`src/rtl/phy_rx_defs_pkg.sv`:
```
// Shared definitions for the two-lane PHY receive path: FSM state encodings,
// the default comma symbol and the byte-pair classifier.
package phy_rx_defs;

    typedef enum logic [1:0] {
        ST_RESET  = 2'd0,
        ST_LOOP0  = 2'd1,
        ST_LOOP1  = 2'd2,
        ST_ACTIVE = 2'd3
    } rx_state_e;

    typedef enum logic [1:0] {
        PAIR_IDLE = 2'd0,
        PAIR_DATA = 2'd1,
        PAIR_SKEW = 2'd2
    } pair_cls_e;

    localparam logic [7:0] COMMA_DEF = 8'hBC;

    // A pair with a comma on only one lane means the lanes have slipped apart.
    function automatic pair_cls_e classify_pair(input logic [7:0] b0,
                                                input logic [7:0] b1,
                                                input logic [7:0] comma);
        if ((b0 == comma) && (b1 == comma))
            return PAIR_IDLE;
        else if ((b0 != comma) && (b1 != comma))
            return PAIR_DATA;
        else
            return PAIR_SKEW;
    endfunction

endpackage

```
`src/rtl/phy_rx_word_pack.sv`:
```
// Un-stripes two consecutive data byte pairs into one 32-bit word and pulses
// out_valid for a single cycle when the word is complete.
module phy_rx_word_pack (
    input  logic        clk,
    input  logic        reset,
    input  logic        data_pair,
    input  logic        flush,
    input  logic [7:0]  lane0_byte,
    input  logic [7:0]  lane1_byte,
    output logic [31:0] out_bus,
    output logic        out_valid
);

    logic [15:0] hi_p0;
    logic        half_p0;
    logic [31:0] bus_p1;
    logic        vld_p1;

    // Stage 0: capture the upper half-word; stage 1: publish the full word.
    always_ff @(posedge clk or negedge reset) begin
        if (!reset) begin
            hi_p0   <= '0;
            half_p0 <= 1'b0;
            bus_p1  <= '0;
            vld_p1  <= 1'b0;
        end else begin
            vld_p1 <= 1'b0;
            if (flush) begin
                half_p0 <= 1'b0;
            end else if (data_pair) begin
                if (!half_p0) begin
                    hi_p0   <= {lane0_byte, lane1_byte};
                    half_p0 <= 1'b1;
                end else begin
                    bus_p1  <= {hi_p0, lane0_byte, lane1_byte};
                    vld_p1  <= 1'b1;
                    half_p0 <= 1'b0;
                end
            end
        end
    end

    assign out_bus   = bus_p1;
    assign out_valid = vld_p1;

endmodule

```
`src/rtl/phy_rx_sync_ctrl.sv`:
```
// Link-synchronisation controller: counts comma pairs to bring the link up,
// feeds data pairs to the word packer and counts lane-alignment errors.
module phy_rx_sync_ctrl
    import phy_rx_defs::*;
#(
    parameter logic [7:0] COMMA    = COMMA_DEF,
    parameter int         SYNC_CNT = 4,
    parameter int         ERR_W    = 8
) (
    input  logic             clk,
    input  logic             reset,
    input  logic             byte_stb,
    input  logic [7:0]       lane0_byte,
    input  logic [7:0]       lane1_byte,
    output logic [31:0]      out_bus,
    output logic             out_valid,
    output logic             active,
    output logic [1:0]       state,
    output logic [ERR_W-1:0] err_cnt
);

    localparam logic [3:0] SYNC_TGT = 4'(SYNC_CNT);

    rx_state_e        state_p0, state_d;
    logic [3:0]       cnt_p0, cnt_d;
    logic [ERR_W-1:0] err_p0;
    logic             err_inc;
    logic             data_pair;
    logic             flush;
    pair_cls_e        cls;

    function automatic logic [ERR_W-1:0] sat_inc(input logic [ERR_W-1:0] v);
        return (&v) ? v : v + ERR_W'(1);
    endfunction

    assign cls = classify_pair(lane0_byte, lane1_byte, COMMA);

    always_comb begin
        state_d   = state_p0;
        cnt_d     = cnt_p0;
        err_inc   = 1'b0;
        data_pair = 1'b0;
        flush     = 1'b0;
        unique case (state_p0)
            ST_RESET: begin
                state_d = ST_LOOP0;
                cnt_d   = 4'd0;
            end
            ST_LOOP0: begin
                if (byte_stb && (cls == PAIR_IDLE)) begin
                    cnt_d   = 4'd1;
                    state_d = (SYNC_CNT == 1) ? ST_ACTIVE : ST_LOOP1;
                end
            end
            ST_LOOP1: begin
                if (byte_stb) begin
                    if (cls == PAIR_IDLE) begin
                        cnt_d = cnt_p0 + 4'd1;
                        if (cnt_d == SYNC_TGT)
                            state_d = ST_ACTIVE;
                    end else begin
                        cnt_d   = 4'd0;
                        state_d = ST_LOOP0;
                    end
                end
            end
            ST_ACTIVE: begin
                if (byte_stb) begin
                    if (cls == PAIR_DATA) begin
                        data_pair = 1'b1;
                    end else if (cls == PAIR_SKEW) begin
                        flush   = 1'b1;
                        err_inc = 1'b1;
                        cnt_d   = 4'd0;
                        state_d = ST_LOOP0;
                    end
                end
            end
        endcase
    end

    // Stage 0: FSM, comma count and error counter.
    always_ff @(posedge clk or negedge reset) begin
        if (!reset) begin
            state_p0 <= ST_RESET;
            cnt_p0   <= 4'd0;
            err_p0   <= '0;
        end else begin
            state_p0 <= state_d;
            cnt_p0   <= cnt_d;
            if (err_inc)
                err_p0 <= sat_inc(err_p0);
        end
    end

    phy_rx_word_pack u_word_pack (
        .clk        (clk),
        .reset      (reset),
        .data_pair  (data_pair),
        .flush      (flush),
        .lane0_byte (lane0_byte),
        .lane1_byte (lane1_byte),
        .out_bus    (out_bus),
        .out_valid  (out_valid)
    );

    assign state   = state_p0;
    assign active  = (state_p0 == ST_ACTIVE);
    assign err_cnt = err_p0;

endmodule

```
`config.mk`:
```
export PLATFORM = sky130hd
export DESIGN_NAME = phy_rx_sync_ctrl
export DESIGN_NICKNAME = d
export VERILOG_FILES = /design/src/rtl/phy_rx_defs_pkg.sv /design/src/rtl/phy_rx_word_pack.sv /design/src/rtl/phy_rx_sync_ctrl.sv
export SDC_FILE = /design/constraint.sdc
export NUM_CORES = 1
export LEC_CHECK = 0
export BUFFER_PORTS_ARGS = -buffer_cell sky130_fd_sc_hd__buf_2
export CAP_MARGIN = 20
export CORE_MARGIN = 5
export CORE_UTILIZATION = 28
export DETAILED_ROUTE_END_ITERATION = 8
export GPL_TIMING_DRIVEN = 0
export PLACE_DENSITY = 0.47
export SYNTH_ARGS = -nofsm -noshare
export SYNTH_HDL_FRONTEND = slang
export SYNTH_SLANG_ARGS = --single-unit
```
`constraint.sdc`:
```
create_clock -name clk -period 4.4 [get_ports clk]
set_input_delay 0.44 -clock clk [delete_from_list [all_inputs] [get_ports clk]]
set_output_delay 0.44 -clock clk [all_outputs]
set_load 0.03 [all_outputs]
```
==> results by group, run 1 <==
STA
  • Worst Skew: 0.00766 ns
  • Final setup fails: 0
  • Post-layout worst setup margin: between 1.5 and 2 ns
  • RSZ-0062 raised after global routing: no
  • Max-slew violations: 0
  • Final Cycle Share: 0.576
  • Final min period: between 2 and 3 ns
  • Setup TNS: 0 ns
  • WHS: between 0.2 and 0.25 ns
  • Max Freq: 394 MHz
  • Headroom to the max-slew limit: 0.457
  • Slew @ Worst Pin: around 0.81 ns
  • Fin. Hold Viols: 0

Critical path
  • Kind of critical path: input port to flop
  • R2r setup slk: 2.50 ns
  • Crit path arrival time: about 2.8 ns
  • Required time worst endpoint: approximately 4.6 ns
  • Critical Path Sink Type: flop
  • Element type at the critical path start: input port
  • Worst setup endpoint: u_word_pack.hi_p0[14]$_DFFE_PN0P_
  • Worst Path Max Fanout: 10
  • R2R cell count: 6
  • FF-to-FF Start: state[0]$_DFFE_PN0P_
  • Crit Reg-Reg Endpoint: u_word_pack.hi_p0[14]$_DFFE_PN0P_
  • Critical path origin: lane0_byte[6]

Clock tree
  • Cts bufs inserted: 9
  • Hold buffers post-CTS: 0
  • CTS Sinks: between 60 and 70
  • CTS resizes: 0
  • H-tree levels: 3
  • Clk buf depth: 2
  • Worst-path clk slew: approximately 0.08 ns
  • Clk Latency, worst-skew pair: 0.33 ns
  • CTS tree: yes
  • Root Buffer: clkbuf_8
  • Post-CTS setup buffers: 0

Floorplan
  • Row cnt: 36
  • Die Wd: between 100 and 150 um
  • Initial Utilization: 0.282
  • Die Ht: about 110 um
  • Placeable Area: 0.00964 mm^2
  • I/O Pins: 63
  • Die Area: around 0.012 mm^2

Finish
  • Layout cell share with drive strength beyond 1: 0.515
  • Synth-to-Final Area Change: 25.8%
  • Final non-filler cell total: a little over 400
  • Post-route cell area: between 0.003 and 0.004 mm^2
  • Final core occ: 0.355
  • ANT cells: 0
  • Layout Nets: 292

Power and ir drop
  • Pwr Total: roughly 2.4 mW
  • PD cells: between 600 and 700 mW/mm^2
  • Switching Share: 0.370
  • Clock power frac: 0.238
  • Leakage power: between 1.5 and 2 nW
  • Internal Power: between 1 and 1.5 mW
  • Sequential Power Share: 0.394
  • Combinational share of power: 0.368
  • Max IR drop VDD: between 0.3 and 0.4 mV
  • Switching power: between 800 and 900 uW

Logic synthesis
  • Syn_nets: about 220
  • Async set or reset register ratio after synthesis: 1.00
  • Mapped cell area: between 0.002 and 0.003 mm^2
  • Area leader, netlist: dfrtp_1
  • Seq/Total Area, Yosys: 0.589
  • EDFF count, synth: 0
  • Mean Syn Cell Area: about 14 um^2
  • Yosys top cell area share: 0.589
  • Seq cells post-synth: 64
  • Yosys warns: 0
  • Post-Syn Instances: roughly 190
  • Top_reg_cell synth: dfrtp_1
  • Unique masters post-synth: 36
  • Dominant cells by area after synthesis: dfrtp_1 (59%), mux2_2 (20%), ha_1 (3.7%)

Global route
  • Largest net degree at the start of global routing: 65
  • Grt ovf: 0
  • Vias in the first global route: approximately 1900
  • All-Layer GR Usage: 0.105
  • First-pass GRT wire length: roughly 9400 um
  • Antenna violations before repair: 0

Route
  • Routed Antenna Nets: 0
  • Final WL: approximately 5700 um
  • Drc violations: 0
  • Average wire per cell in the routed design: 14.0 um
  • TritonRoute pass-1 iters: 4
  • Initial detailed-routing violation count: 35
  • Via Count: 1741
  • Vias per inst: approximately 4.3

Place
  • Buffers on Ports: 62
  • DPL Wire Length: between 3000 and 4000 um
  • Gpl congestion: ~0.73
  • Area after DPL: around 0.0032 mm^2
  • Place WS: 1.46 ns
  • Placed cells: approximately 390

Outcome
  • Run status: complete, no violations

Run
  • Max_cap viols: 0

Hold path
  • Hold Path Class: input port to asynchronous set/reset pin
==> cell type report <==
| cell class | instances | area (um^2) |
|---|---|---|
| Sequential cell | 64 | 1600 |
| Fill cell | 990 | 6220 |
| Clock inverter | 6 | 93.8 |
| Inverter | 6 | 22.5 |
| Multi-Input combinational cell | 116 | 1060 |
| Timing Repair Buffer | 62 | 313 |
| Clock buffer | 10 | 128 |
| Tap cell | 133 | 166 |
| Buffer | 6 | 38.8 |
==> how the worst min path moves through the flow <==
stage	startpoint	endpoint	slack (ns)
after floorplan	reset	cnt_p0[0]$_DFFE_PN0P_	0.14
after global placement	err_cnt[7]$_DFFE_PN0P_	err_cnt[7]$_DFFE_PN0P_	0.48
after detailed placement	u_word_pack.out_bus[13]$_DFFE_PN0P_	u_word_pack.out_bus[13]$_DFFE_PN0P_	0.49
after CTS	reset	u_word_pack.out_bus[11]$_DFFE_PN0P_	0.22
after global routing	reset	u_word_pack.out_bus[11]$_DFFE_PN0P_	0.26
final	reset	u_word_pack.out_bus[11]$_DFFE_PN0P_	0.20
==> power by group through the flow <==
| stage | sequential, mW | combinational (mW) | clock, mW |
|---|---|---|---|
| after floorplan | 1.21 | 0.349 | 0 |
| after global placement | 0.939 | 0.871 | 0 |
| after detailed placement | 0.943 | 0.882 | 0 |
| after CTS | 0.934 | 0.884 | 0.582 |
| after global routing | 0.962 | 0.935 | 0.606 |
| final | 0.927 | 0.866 | 0.560 |
==> cells in the mapped netlist, types with 2 or more instances <==
cell type	n
dfrtp_1	64
nor2_1	8
inv_1	6
o211ai_1	2
mux2_2	49
nand4_1	3
nand3_1	5
o21ai_0	3
nand2b_1	2
nand2_1	8
ha_1	8
or4_1	2
xor2_1	6
nor3_1	2
buf_2	3
==> worst max-delay path: stages <==
cell	delay [ns]
buf_2	0.12
nand2b_1	0.13
or4_1	0.53
ha_1	0.39
nor2b_2	0.16
nand3_1	0.13
nor2_4	0.24
buf_4	0.25
mux2_2	0.35
==> routing by layer <==
layer / vias to the layer above / track usage / share of wire
met3: 4 / 0.0418 / 0.072
li1: 829 / - / -
met5: - / 0 / 0
met1: 861 / 0.137 / 0.46
met2: 47 / 0.158 / 0.46
met4: 0 / 0.0352 / 0.0071
==> state kept, by name, indices dropped and copies added (netlist names) <==
signal,count
u_word_pack.hi_p0,16
state,2
u_word_pack.half_p0,1
cnt_p0,4
u_word_pack.out_valid,1
err_cnt,8
u_word_pack.out_bus,32
==> cells by family (layout without fill, tap and decap cells) <==
family                   after synthesis  in the layout  share of synthesized area
AND/OR/NAND/NOR                       37             37                     0.0764
adder cells (fa/ha/maj)                8              8                     0.0368
buffers and inverters                 12             90                     0.0225
flip-flops                            64             64                      0.589
XOR/XNOR                               7              7                     0.0225
AO/OA/AOI/OAI                         14             14                     0.0460
multiplexers                          50             50                      0.207
==> cells in the final DEF (no fill, tap or decap), types with 2 or more instances in the layout <==
master / instances
buf_2: 64
dfrtp_1: 64
mux2_2: 49
clkbuf_8: 9
nor2_1: 8
nand2_1: 8
ha_1: 8
inv_1: 6
xor2_1: 6
nand3_1: 5
nand4_1: 3
o21ai_0: 3
clkinv_4: 3
nand2b_1: 2
or4_1: 2
nor3_1: 2
o211ai_1: 2
buf_4: 2
bufinv_16: 2
No activity file was read; power rests on OpenSTA's default activity.
==> inputs of run 2 (changes only) <==
--- a/config.mk
+++ b/config.mk
@@ -5,13 +5,14 @@
 export SDC_FILE = /design/constraint.sdc
 export NUM_CORES = 1
 export LEC_CHECK = 0
+export ABC_AREA = 1
 export BUFFER_PORTS_ARGS = -buffer_cell sky130_fd_sc_hd__buf_2
 export CAP_MARGIN = 20
 export CORE_MARGIN = 5
 export CORE_UTILIZATION = 28
 export DETAILED_ROUTE_END_ITERATION = 8
 export GPL_TIMING_DRIVEN = 0
-export PLACE_DENSITY = 0.47
+export PLACE_DENSITY = 0.48
 export SYNTH_ARGS = -nofsm -noshare
 export SYNTH_HDL_FRONTEND = slang
 export SYNTH_SLANG_ARGS = --single-unit
==> constraint.sdc (replaced) <==
create_clock -name clk -period 2.2 [get_ports clk]
set_input_delay 0.22 -clock clk [delete_from_list [all_inputs] [get_ports clk]]
set_output_delay 0.22 -clock clk [all_outputs]
set_load 0.03 [all_outputs]
==> results by group, run 2 <==
Outcome
  • Run status: complete, no violations

Route
  • Via Count: 2228 (+28%)
  • Average wire per cell in the routed design: 13.1 um (-6.6%)
  • Vias per inst: 4.26 (-1.4%)
  • Initial detailed-routing violation count: 42 (+20%)
  • Drc violations: 0 (unchanged)
  • TritonRoute pass-1 iters: 4 (unchanged)
  • Routed Antenna Nets: 0 (unchanged)
  • Final WL: 6860 um (+21%)

STA
  • Slew @ Worst Pin: 0.815 ns (+0.000579 ns)
  • Final setup fails: 0 (unchanged)
  • Max-slew violations: 0 (unchanged)
  • Worst Skew: 0.00726 ns (-0.000401 ns)
  • Headroom to the max-slew limit: 0.457 (about the same)
  • Setup TNS: 0 ns (unchanged)
  • RSZ-0062 raised after global routing: no
  • Final Cycle Share: 0.839
  • Fin. Hold Viols: 0 (unchanged)
  • Final min period: about 1.8 ns
  • Max Freq: around 540 MHz

Clock tree
  • Post-CTS setup buffers: 0 (unchanged)
  • H-tree levels: 3 (unchanged)
  • Worst-path clk slew: 0.07 ns (about the same)
  • Clk Latency, worst-skew pair: 0.34 ns (about the same)
  • Hold buffers post-CTS: 1 (+1)
  • CTS Sinks: 64 (unchanged)
  • Root Buffer: clkbuf_8
  • Cts bufs inserted: 9 (unchanged)
  • CTS resizes: 0 (unchanged)
  • CTS tree: yes
  • Clk buf depth: 2 (unchanged)

Hold path
  • Min-delay src: lane0_byte[3]
  • Hold Crit Endpoint: u_word_pack.hi_p0[11]$_DFFE_PN0P_
  • Hold depth: 3
  • Hold Path Class: input port to flop

Logic synthesis
  • Mean Syn Cell Area: 9.01 um^2 (-36%)
  • Syn_nets: 338 (+54%)
  • Seq/Total Area, Yosys: 0.571 (-0.0176)
  • Cell with the most instances after synthesis: nand2_1
  • Yosys warns: 0 (unchanged)
  • Area leader, netlist: dfrtp_1
  • Dominant cells by area after synthesis: dfrtp_1 (57%), nand2_1 (16%), o21ai_0 (5.9%)
  • Post-Syn Instances: 311 (+62%)
  • Unique masters post-synth: 24 (-33%)
  • Seq cells post-synth: 64 (unchanged)
  • Top_reg_cell synth: dfrtp_1
  • Mapped cell area: 0.00280 mm^2 (+3.1%)
  • EDFF count, synth: 0 (unchanged)
  • Yosys top cell area share: 0.571 (-0.0176)
  • Async set or reset register ratio after synthesis: 1.00 (unchanged)
  • Post-synth top cells: nand2_1 (121), dfrtp_1 (64), o21ai_0 (33), inv_1 (29), nand3_1 (14)

Power and ir drop
  • Sequential Power Share: 0.433 (+0.039)
  • Max IR drop VDD: 0.381 mV (+12%)
  • Clock power frac: 0.253 (+0.015)
  • PD cells: 1150 mW/mm^2 (+68%)
  • Switching Share: 0.391 (+0.0209)
  • Internal Power: 2.45 mW (+65%)
  • Leakage power: 1.93 nW (+11%)
  • Combinational share of power: 0.313 (-0.055)
  • Switching power: 1.57 mW (+81%)

Floorplan
  • I/O Pins: 63 (unchanged)
  • Die Wd: 110 um (+1.4%)
  • Die Area: 0.0121 mm^2 (+2.8%)
  • Row cnt: 36 (unchanged)
  • Die Ht: 110 um (+1.4%)
  • Initial Utilization: 0.287 (+0.00468)
  • Placeable Area: 0.00977 mm^2 (+1.4%)

Place
  • DPL Wire Length: 4880 um (+22%)
  • Gpl congestion: 0.797 (+9.1%)
  • Area after DPL: 0.00328 mm^2 (+2.6%)
  • Buffers on Ports: 62 (unchanged)

Global route
  • Largest net degree at the start of global routing: 65 (unchanged)
  • Antenna violations before repair: 0 (unchanged)
  • Vias in the first global route: 2216 (+19%)
  • All-Layer GR Usage: 0.121 (+0.0160)
  • Grt ovf: 0 (unchanged)
  • First-pass GRT wire length: 11100 um (+18%)

Finish
  • ANT cells: 0 (unchanged)
  • # fillers: 1042 (+5.3%)
  • Sequential cell area: 0.00160 mm^2 (unchanged)
  • Final core occ: 0.357 (+0.00201)
  • Commonest non-fill, non-tap cells in the layout: nand2_1 (121), buf_2 (64), dfrtp_1 (64)
  • Area of the multi-input gates: 0.00101 mm^2 (-4.4%)
  • Layout Nets: 412 (+41%)
  • Post-route cell area: 0.00349 mm^2 (+2.0%)
  • Commonest non-fill, non-tap cell in the layout: nand2_1
  • Layout cell share with drive strength beyond 1: 0.244 (-0.271)
  • Synth-to-Final Area Change: 24.4%
  • Number of flip-flops in the largest register: 32 (unchanged)

Critical path
  • Worst Path Max Fanout: 10 (unchanged)
  • R2R cell count: 6 (unchanged)
  • Critical Path Sink Type: flop
  • Element type at the critical path start: input port
  • Required time worst endpoint: 2.40 ns (-2.21 ns)
  • Crit Reg-Reg Endpoint: u_word_pack.out_bus[4]$_DFFE_PN0P_
  • Crit path arrival time: 2.04 ns (-0.71 ns)
  • Kind of critical path: input port to flop
  • FF-to-FF Start: state[0]$_DFFE_PN0P_
  • R2r setup slk: 0.42 ns (-2.08 ns)

Run
  • Max_cap viols: 0 (unchanged)
run 2: final cells by class:
cell class                 count  area share
buffer                        10      0.0215
clock buffer                   9      0.0355
clock inverter                 7      0.0205
inverter                      31      0.0334
multi-input combinational    206       0.290
sequential                    64       0.459
tap                          133      0.0477
timing repair buffer          63      0.0926
run 2: logic make-up after synthesis:
| kind of cell | synth area share |
|---|---|
| AND/OR/NAND/NOR | 0.219 |
| adder cells (fa/ha/maj) | 0.0357 |
| flip-flops | 0.571 |
| buffers and inverters | 0.0683 |
| XOR/XNOR | 0.0250 |
| AO/OA/AOI/OAI | 0.0804 |
run 2: how the worst max path moves through the flow:
stage | startpoint | cells past startpoint | slack (ns) | to
final | lane0_byte[6] | 10 | 0.35 | u_word_pack.out_bus[4]$_DFFE_PN0P_
after CTS | lane0_byte[0] | 10 | 0.30 | u_word_pack.out_bus[4]$_DFFE_PN0P_
after detailed placement | lane0_byte[0] | 10 | -0.07 | u_word_pack.out_bus[10]$_DFFE_PN0P_
after global placement | lane0_byte[1] | 10 | 0.003 | u_word_pack.out_bus[10]$_DFFE_PN0P_
after global routing | lane0_byte[6] | 10 | 0.15 | u_word_pack.out_bus[4]$_DFFE_PN0P_
after floorplan | state[0]$_DFFE_PN0P_ | 8 | 0.33 | u_word_pack.out_bus[16]$_DFFE_PN0P_
run 2: worst max-delay path, stage by stage:
cell and delay, ns:
buf_2 0.10, inv_1 0.10, nand4_1 0.10, nor3_1 0.32
inv_1 0.08, ha_1 0.30, inv_1 0.09, nand3_2 0.12
clkbuf_1 0.44, o21ai_0 0.16
run 2: metrics by stage:
stage,power (mW),std cells,worst slack [ns],hold slack (ns)
3_5_place_dp,3.04,506,-0.0660,0.385
4_1_cts,4.09,523,0.301,0.140
2_1_floorplan,2.63,311,0.326,-0.0756
5_1_grt,4.31,523,0.153,0.167
6_report,4.02,523,0.354,0.158
3_3_place_gp,3.02,506,0.00323,0.453
run 2: power groups by stage:
stage	clock [mW]	combinational, mW	sequential [mW]
floorplan	0	0.493	2.14
global placement	0	1.26	1.76
detailed placement	0	1.28	1.76
CTS	1.06	1.29	1.75
global route	1.11	1.41	1.79
finish	1.02	1.26	1.74
run 2: per-layer routing:
layer	up-vias	routed length [um]	share of wire	global-route usage
met4	0	115	0.017	0.0588
met5	-	0	0	0
li1	1129	-	-	-
met2	47	3230	0.47	0.195
met3	10	379	0.055	0.0262
met1	1042	3140	0.46	0.154
